<file path="src/rtl/decode_issue_stage.sv">
// Decode/issue stage: decodes RV32 fields, tracks pending writers per register and holds one issue slot.
// Optional define DECODE_WB_BYPASS_EN forwards same-cycle writeback data into a waiting source operand.
module decode_issue_stage #(
  parameter int unsigned SB_CNT_W = 2
) (
  input  logic        clk,
  input  logic        reset,
  input  logic        in_valid,
  input  logic [31:0] in_inst,
  output logic        in_ready,
  output logic [4:0]  regA,
  output logic [4:0]  regB,
  input  logic [31:0] regA_data,
  input  logic [31:0] regB_data,
  input  logic        RegWriteEn,
  input  logic [4:0]  regD,
  input  logic [31:0] data_to_w,
  input  logic        kill_valid,
  input  logic [4:0]  kill_rd,
  input  logic        flush,
  output logic        out_valid,
  input  logic        out_ready,
  output logic [31:0] out_opA,
  output logic [31:0] out_opB,
  output logic [31:0] out_imm,
  output logic [4:0]  out_rd,
  output logic [6:0]  out_opcode,
  output logic [2:0]  out_funct3,
  output logic        out_wr
);

  localparam int unsigned CW = SB_CNT_W + 1;
  localparam logic [SB_CNT_W-1:0] CNT_MAX = '1;
  localparam logic [6:0] OP_STORE  = 7'b0100011;
  localparam logic [6:0] OP_BRANCH = 7'b1100011;
  localparam logic [6:0] OP_RTYPE  = 7'b0110011;

  // Entry 0 is kept at zero so x0 is never pending.
  logic [31:0][SB_CNT_W-1:0] cnt_q;
  logic [31:0][SB_CNT_W-1:0] cnt_d;

  logic [6:0]  opcode;
  logic [4:0]  rs1;
  logic [4:0]  rs2;
  logic [4:0]  rd;
  logic        is_store;
  logic        is_branch;
  logic        is_rtype;
  logic        uses_rs2;
  logic        writes_rd;
  logic [31:0] imm;

  assign opcode    = in_inst[6:0];
  assign rd        = in_inst[11:7];
  assign rs1       = in_inst[19:15];
  assign rs2       = in_inst[24:20];
  assign regA      = rs1;
  assign regB      = rs2;
  assign is_store  = (opcode == OP_STORE);
  assign is_branch = (opcode == OP_BRANCH);
  assign is_rtype  = (opcode == OP_RTYPE);
  assign uses_rs2  = is_rtype | is_store | is_branch;
  assign writes_rd = (rd != 5'd0) & ~is_store & ~is_branch;
  assign imm       = is_store ? {{20{in_inst[31]}}, in_inst[31:25], in_inst[11:7]}
                              : {{20{in_inst[31]}}, in_inst[31:20]};

  logic slot_a;
  logic slot_b;
  logic pend_a;
  logic pend_b;
  logic haz_a;
  logic haz_b;
  logic haz_struct;
  logic hazard;
  logic [31:0] op_a;
  logic [31:0] op_b;

  // A source is pending if scoreboarded or about to be written by the instruction in the slot.
  assign slot_a = out_valid & out_wr & (out_rd == rs1);
  assign slot_b = out_valid & out_wr & (out_rd == rs2);
  assign pend_a = (rs1 != 5'd0) & ((cnt_q[rs1] != '0) | slot_a);
  assign pend_b = uses_rs2 & (rs2 != 5'd0) & ((cnt_q[rs2] != '0) | slot_b);

`ifdef DECODE_WB_BYPASS_EN
  logic byp_a;
  logic byp_b;

  // The last outstanding writer retiring this cycle can feed the operand directly.
  assign byp_a = RegWriteEn & (regD == rs1) & (cnt_q[rs1] == SB_CNT_W'(1)) & ~slot_a;
  assign byp_b = RegWriteEn & (regD == rs2) & (cnt_q[rs2] == SB_CNT_W'(1)) & ~slot_b;
  assign haz_a = pend_a & ~byp_a;
  assign haz_b = pend_b & ~byp_b;
  assign op_a  = (rs1 == 5'd0) ? 32'd0 : (byp_a ? data_to_w : regA_data);
  assign op_b  = (rs2 == 5'd0) ? 32'd0 : (byp_b ? data_to_w : regB_data);
`else
  logic unused_wb_data;

  assign unused_wb_data = ^data_to_w;
  assign haz_a = pend_a;
  assign haz_b = pend_b;
  assign op_a  = (rs1 == 5'd0) ? 32'd0 : regA_data;
  assign op_b  = (rs2 == 5'd0) ? 32'd0 : regB_data;
`endif

  assign haz_struct = writes_rd & (cnt_q[rd] == CNT_MAX);
  assign hazard     = haz_a | haz_b | haz_struct;
  assign in_ready   = (~out_valid | out_ready) & ~hazard & ~flush & ~reset;

  logic accept;
  logic issue;

  assign accept = in_valid & in_ready;
  assign issue  = out_valid & out_ready & out_wr & ~flush;

  // Net counter update; a decrement below zero holds the counter at zero.
  function automatic logic [SB_CNT_W-1:0] cnt_next(input logic [SB_CNT_W-1:0] cur,
                                                   input logic                inc,
                                                   input logic [1:0]          dec);
    logic [CW-1:0] sum;
    sum = CW'(cur) + CW'(inc);
    if (sum >= CW'(dec)) cnt_next = SB_CNT_W'(sum - CW'(dec));
    else                 cnt_next = '0;
  endfunction

  always_comb begin
    cnt_d    = cnt_q;
    cnt_d[0] = '0;
    for (int r = 1; r < 32; r++) begin
      cnt_d[r] = cnt_next(cnt_q[r],
                          issue & (out_rd == 5'(r)),
                          2'(RegWriteEn & (regD == 5'(r))) + 2'(kill_valid & (kill_rd == 5'(r))));
    end
  end

  always_ff @(posedge clk) begin
    if (reset) begin
      cnt_q      <= '0;
      out_valid  <= 1'b0;
      out_opA    <= '0;
      out_opB    <= '0;
      out_imm    <= '0;
      out_rd     <= '0;
      out_opcode <= '0;
      out_funct3 <= '0;
      out_wr     <= 1'b0;
    end else begin
      cnt_q <= cnt_d;
      if (flush) begin
        out_valid <= 1'b0;
      end else if (accept) begin
        out_valid  <= 1'b1;
        out_opA    <= op_a;
        out_opB    <= op_b;
        out_imm    <= imm;
        out_rd     <= rd;
        out_opcode <= opcode;
        out_funct3 <= in_inst[14:12];
        out_wr     <= writes_rd;
      end else if (out_ready) begin
        out_valid <= 1'b0;
      end
    end
  end

endmodule
</file>
<file path="config.mk">
export PLATFORM = sky130hd
export DESIGN_NAME = decode_issue_stage
export DESIGN_NICKNAME = d
export VERILOG_FILES = /design/src/rtl/decode_issue_stage.sv
export SDC_FILE = /design/constraint.sdc
export NUM_CORES = 1
export LEC_CHECK = 0
export CAP_MARGIN = 10
export CORE_AREA = 2 2 183 131
export CTS_BUF_LIST = sky130_fd_sc_hd__clkbuf_4
export DETAILED_ROUTE_END_ITERATION = 8
export DIE_AREA = 0 0 185 133
export DONT_BUFFER_PORTS = 1
export MAX_ROUTING_LAYER = met4
export SYNTH_ARGS = -nofsm -noshare
export SYNTH_HDL_FRONTEND = slang
export SYNTH_SLANG_ARGS = --single-unit
</file>
<file path="constraint.sdc">
create_clock -name clk -period 3 [get_ports clk]
set_input_delay 0.3 -clock clk [delete_from_list [all_inputs] [get_ports clk]]
set_output_delay 0.3 -clock clk [all_outputs]
set_load 0.02 [all_outputs]
</file>
==> results of run 1 <==
[metrics by stage]
stage / hold slack (ns) / instances / TNS, ns / utilization, %
after floorplan: 0.379 / 1309 / 0 / -
after global placement: 0.382 / 1562 / 0 / 49.3
after detailed placement: 0.381 / 1562 / 0 / 49.3
after CTS: 0.00455 / 1692 / 0 / 55.2
after global routing: 0.0424 / 1693 / -0.00583 / 55.4
final: 0.0521 / 1693 / 0 / 55.4
[flip-flops by register name, indices dropped and copies added, names as in the netlist]
name        flops
cnt_q          62
out_funct3      3
out_imm        12
out_opA        32
out_opB        32
out_opcode      7
out_rd          5
out_valid       1
out_wr          1
[synth_stat cells (3+ instances only)]
cell / count
a2111oi_0: 3
a211oi_1: 5
a21oi_1: 38
a311oi_1: 7
a31oi_1: 12
and3_1: 4
buf_1: 4
buf_2: 10
buf_4: 31
buf_6: 8
clkbuf_1: 43
dfxtp_1: 155
fa_1: 31
ha_1: 124
inv_1: 101
mux2_1: 21
mux2i_1: 69
mux4_2: 8
nand2_1: 122
nand2b_1: 90
nand3_1: 26
nand3b_1: 5
nand4_1: 5
nor2_1: 159
nor2b_1: 29
nor3_1: 49
nor3b_1: 20
nor4_1: 4
o2111ai_1: 4
o211ai_1: 5
o21ai_0: 6
o31a_1: 31
o32a_1: 16
or2_2: 5
xnor2_1: 20
xor2_1: 5
[how the worst max path moves through the flow]
| stage | to | depth (start not counted) | from |
|---|---|---|---|
| final | in_ready | 7 | cnt_q[19] |
| after global routing | in_ready | 7 | cnt_q[6] |
| after CTS | in_ready | 6 | cnt_q[43] |
| after detailed placement | out_opcode[2] | 9 | cnt_q[43] |
| after global placement | out_imm[11] | 9 | cnt_q[43] |
| after floorplan | out_opcode[2] | 12 | in_inst[22] |
[where the power goes]
part	internal, µW	switching [µW]	leakage, µW
Sequential	2130	140	0.00126
Clock	758	842	0.000179
Combinational	316	320	0.00416
[critical path: stages (launching register included)]
cell	delay (ns)
dfxtp_1	0.46
nor2_1	0.10
mux4_2	0.46
o21ai_0	0.24
o211a_1	0.24
o21ai_4	0.07
buf_6	0.15
and3_4	0.23
[layer usage]
metal	vias to the layer above	global-route usage, %	part of all wire, %
met3	60	9.30	9.5
met4	0	8.33	2.4
met1	4549	34.9	44
met5	-	-	0
met2	342	41.1	44
li1	4514	-	-
[kinds of logic after synthesis]
family / count (synthesis) / share of synthesized area, %
AND/OR/NAND/NOR: 533 / 23.3
buffers and inverters: 197 / 8.27
adder cells (fa/ha/maj): 155 / 19.3
flip-flops: 155 / 27.6
AO/OA/AOI/OAI: 145 / 9.56
multiplexers: 99 / 9.96
XOR/XNOR: 25 / 1.95
[timing repair]
item,in CTS,in global routing
resized for setup,5,6
hold endpoints to repair,155,0
hold buffers,97,0
pin swaps,2,2
buffers inserted,1,0
endpoints found under the setup margin,1,2
[placed cells by master (no fill, tap or decap), drive strengths merged, types with 7 or more instances in the layout]
cell type,instances
o32a,16
xnor2,20
dlygate4sd3,96
mux4,8
a21oi,38
nor3b,20
buf,33
a311oi,7
dfxtp,155
mux2i,69
nand2b,90
o31a,31
fa,31
inv,104
ha,124
nand2,122
a31oi,12
mux2,22
clkbuf,18
nor2b,29
nor2,160
nor3,50
nand3,27
o21ai,7
[final cells by class]
cell class	count	area, µm²	area share [%]
diodes	1	2.50	0.0196
clock buffers	18	135	1.06
clock inverters	14	216	1.70
inverters	101	379	2.97
multi-input cells	957	7260	56.8
flip-flops and latches	155	3110	24.3
well taps	318	398	3.12
repair buffers	129	1270	9.95
==> flow_summary.toml, run 1 <==
[grt]
grt_pass1_wl_mm = 50.3
antenna_found_initial = 1
grtUsageTotal_pct = 27.4
overflow = 0
grt_pass1_vias = 9330
grt_max_degree = 156

[worst_hold_path]
hold_class = "input port to register"
hold_depth = 3
min_from = "in_inst[11]"
whs_endpoint = "out_wr"

[setup_path]
worst-path-max-fanout = 7
reg2reg_to = "out_imm[2]"
end_kind = "output pin"
rr_startpoint = "cnt_q[39]"
rr_worst_depth = 9
path_class = "register to output pin"
r2r_setup_slack_ns = 0.15
worstPathRequired_ns = 2.70
startpoint_type = "register"
worstPathArrival_ns = 2.56

[timing]
maxSlewViolCount = 0
fin_skew_ns = 0.0266
timing.fmax_mhz = 350
tightest_slew_ns = 0.770
fin_ws_ns = 0.145
fin_crit_sh_pct = 95.2
finalSetupViolCount = 0
fin_crit_ns = 2.86
slew_headroom_pct = 48.6
hold_viol = 0

[route]
drt_iter0_drc = 729
routed-via-count = 9465
ant_nets = 0
drc = 0
via_per_inst = 5.59
wl_mm = 32.3
wl_per_cell_um = 19.1
dr.pass1.iters = 5

[floorplan]
start_util_pct = 48.7
core_mm2 = 0.0231
die_w_um = 185
dieArea_mm2 = 0.0246
ios = 269
std_cell_rows = 47
die_h_um = 133

[logic_synthesis]
synth_largest_area_cell = "dfxtp_1"
syn_inst = 1309
synth.top_cells.by_area = "dfxtp_1, ha_1, mux2i_1"
seq_area_frac_synth_pct = 27.6
synth.avg_cell_area_um2 = 8.58
synth_cell_types = 64
yosysWarningCount = 0
syn_nets = 1609
synth-main-ff-cell = "dfxtp_1"
async_flop_share_pct = 0
synth_top_area_share_pct = 27.6
synth_edf_count = 0
netlist_area_mm2 = 0.0112
synth_seq_cells = 155

[power_and_ir_drop]
p_leak_uw = 0.00559
peakVddDrop_mv = 0.230
fin_total_pwr_uw = 4510
power.density_mw_per_mm2 = 353

[final_layout]
nets = 1661
stdcell_area_mm2 = 0.0128
drive_gt1_share_pct = 6.70
areaGrowthSynthToFinish_pct = 13.7
fill_cells = 2179

[clock_network]
cts_tree = "built"
clk_path_buf_depth = 2
cts_sinks = 155
htreeDepth = 4
clk_pin_slew_worst_paths_ns = 0.14
cts_made_buffers = 17
root_buffer = "clkbuf_4"
clkLatencyLatePin_ns = 0.61

[outcome]
status = "completed"

[place]
routabilityCongestion = 0.910
port_buffers = 0
pre_cts_slack_ns = 0.226
placed_area_mm2 = 0.0114
hpwlAfterDp_mm = 22.8

[flow_run]
maxCapViolCount = 0
(Power assumes the default switching activity.)
==> run 2, diff against run 1 <==
HOLD_SLACK_MARGIN = 0.15   (was unset)
PLACE_DENSITY_LB_ADDON = 0.3   (was unset)
==> flow_summary.toml, run 2 (synthesis results as in run 1) <==
[place]
place_inst = 1558
hpwlAfterDp_mm = 23.1
pre_cts_slack_ns = 0.260
port_buffers = 0
routabilityCongestion = 0.913

[route]
wl_per_cell_um = 19.6
drc = 0
routed-via-count = 9595
ant_nets = 0
wl_mm = 33.1
wl_met2_mm = 15.0
routed.top_layer = "met4"
drt_iter0_drc = 671
dr.pass1.iters = 6
wl_met1_mm = 14.1
met3_wirelength_mm = 3.10
via_per_inst = 5.67

[setup_path]
slowest_stage = "a2111oi_0"
worstPathArrival_ns = 2.62
cp_cell_sequence = "nor2_1, a311oi_1, a2111oi_0, nand3_1, nor3b_1, and3_4"
rr_startpoint = "cnt_q[39]"
rr_worst_depth = 9
crit_family = "simple AND/OR/NAND/NOR gates"
path_buf_inv = 0
worst-path-max-fanout = 6
end_kind = "output pin"
crit_start = "cnt_q[39]"
reg2reg_to = "out_imm[4]"
path_class = "register to output pin"
cp_slowest_stage_delay_ns = 0.42
worstPathRequired_ns = 2.70
startpoint_type = "register"
r2r_setup_slack_ns = 0.09

[grt]
grt_max_degree = 157
grtUsageTotal_pct = 28.0
grt_pass1_vias = 9279
antenna_found_initial = 2
overflow = 0
grt_pass1_wl_mm = 51.1

[final_layout]
fill_cells = 2067
ff_latch_area_mm2 = 0.00312
areaGrowthSynthToFinish_pct = 13.0
drive_gt1_share_pct = 7.22
multi_input_area_mm2 = 0.00724
largest_register_ffs = 62
mostFrequentLayoutCells = "nor2_1, dfxtp_1, ha_1"
largest-register = "cnt_q"
finalNonFillerCells = 1692
mostFrequentLayoutCell = "nor2_1"
reg_top3 = "cnt_q: 62 flops, out_opA: 32 flops, out_opB: 32 flops"
nets = 1659

[clock_network]
htreeDepth = 4
root_buffer = "clkbuf_4"
clk_path_buf_depth = 2
clkLatencyLatePin_ns = 0.60
cts_tree = "built"
cts_made_buffers = 17
clk_pin_slew_worst_paths_ns = 0.13
cts_sinks = 155

[timing]
tightest_slew_ns = 0.676
timing.fmax_mhz = 342
fin_crit_sh_pct = 97.5
finalSetupViolCount = 0
fin_crit_ns = 2.92
hold_viol = 0
slew_headroom_pct = 55.0
fin_skew_ns = 0.0260
fin_ws_ns = 0.0753
maxSlewViolCount = 0

[worst_hold_path]
whs_endpoint = "out_imm[1]"
min_from = "in_valid"
hold_class = "input port to register"
hold_depth = 4

[power_and_ir_drop]
power.density_mw_per_mm2 = 342
p_int_uw = 3040
peakVddDrop_mv = 0.232
power_frac_seq_pct = 52.2
clkPwrFrac_pct = 33.1
comb_power_share_pct = 14.8
switching_share_pct = 29.9
fin_total_pwr_uw = 4340
p_switching_uw = 1300
p_leak_uw = 0.00556

[floorplan]
die_h_um = 133
die_w_um = 185
core_mm2 = 0.0231
dieArea_mm2 = 0.0246
start_util_pct = 48.7
ios = 269
std_cell_rows = 47

[outcome]
status = "completed"

[flow_run]
maxCapViolCount = 0
[run 2: cell count changes in the layout (fill, tap and decap cells not counted), moves of 2 or more]
cell / change
buf_12: -2
bufinv_16: -2
dfxtp_1: -9
dfxtp_2: +8
dlygate4sd3_1: +2
inv_6: +2
[run 2: worst register-to-register path, cell delays in order (launching register included)]
cell and delay [ns]:
dfxtp_1 0.36, nor2_1 0.32, a311oi_1 0.18, a2111oi_0 0.43, nand3_1 0.19, nor4bb_1 0.28, buf_4 0.21, a31oi_1 0.10
a311oi_2 0.24, dlygate4sd3_1 0.57
[run 2: cell type report]
class / count / share of cell area, %
timing repair buffer: 127 / 9.71
inverter: 101 / 2.99
multi-input combinational: 957 / 57.1
clock inverter: 13 / 1.31
sequential: 155 / 24.6
tap: 318 / 3.14
antenna: 2 / 0.0395
clock buffer: 19 / 1.12
[run 2: what timing repair did]
action                     4_1_cts  5_1_grt
pin swaps                        1        1
setup endpoints to repair        1       12
buffers inserted                 0        1
hold endpoints to repair       155        0
hold buffers                    99        0
resized for setup               10        9
[run 2: per-layer routing]
| layer | GRT usage [%] | vias up |
|---|---|---|
| li1 | - | 4521 |
| met1 | 36.0 | 4599 |
| met2 | 42.5 | 397 |
| met3 | 7.82 | 78 |
| met4 | 9.13 | 0 |
| met5 | - | - |
[run 2: metrics by stage]
stage / setup TNS (ns) / hold slack (ns) / util (%) / instance area, µm²
6_report: 0 / 0.227 / 55.0 / 12700
5_1_grt: -0.0730 / 0.212 / 55.0 / 12700
4_1_cts: 0 / 0.193 / 54.9 / 12600
3_5_place_dp: 0 / 0.383 / 49.1 / 11300
3_3_place_gp: 0 / 0.384 / 49.1 / 11300
2_1_floorplan: 0 / 0.379 / - / 11200
[run 2: how the worst max path moves through the flow]
stage / endpoint / cells after the start
after detailed placement: out_opcode[3] / 9
after CTS: in_ready / 7
after global routing: out_imm[4] / 9
after floorplan: out_opcode[2] / 12
after global placement: out_opcode[5] / 9
final: in_ready / 6
[run 2: power groups by stage]
stage	Clock (µW)	Combinational, µW	Sequential, µW
final	1440	641	2270
after detailed placement	0	474	2310
after floorplan	0	468	2290
after CTS	1480	622	2270
after global placement	0	462	2310
after global routing	1560	693	2280
==> run 3, diff against run 2 <==
ABC_CLOCK_PERIOD_IN_PS = 3000   (was unset)
==> results of run 3 <==
Same layout as run 2: the final DEF is identical, and so are final timing and power.
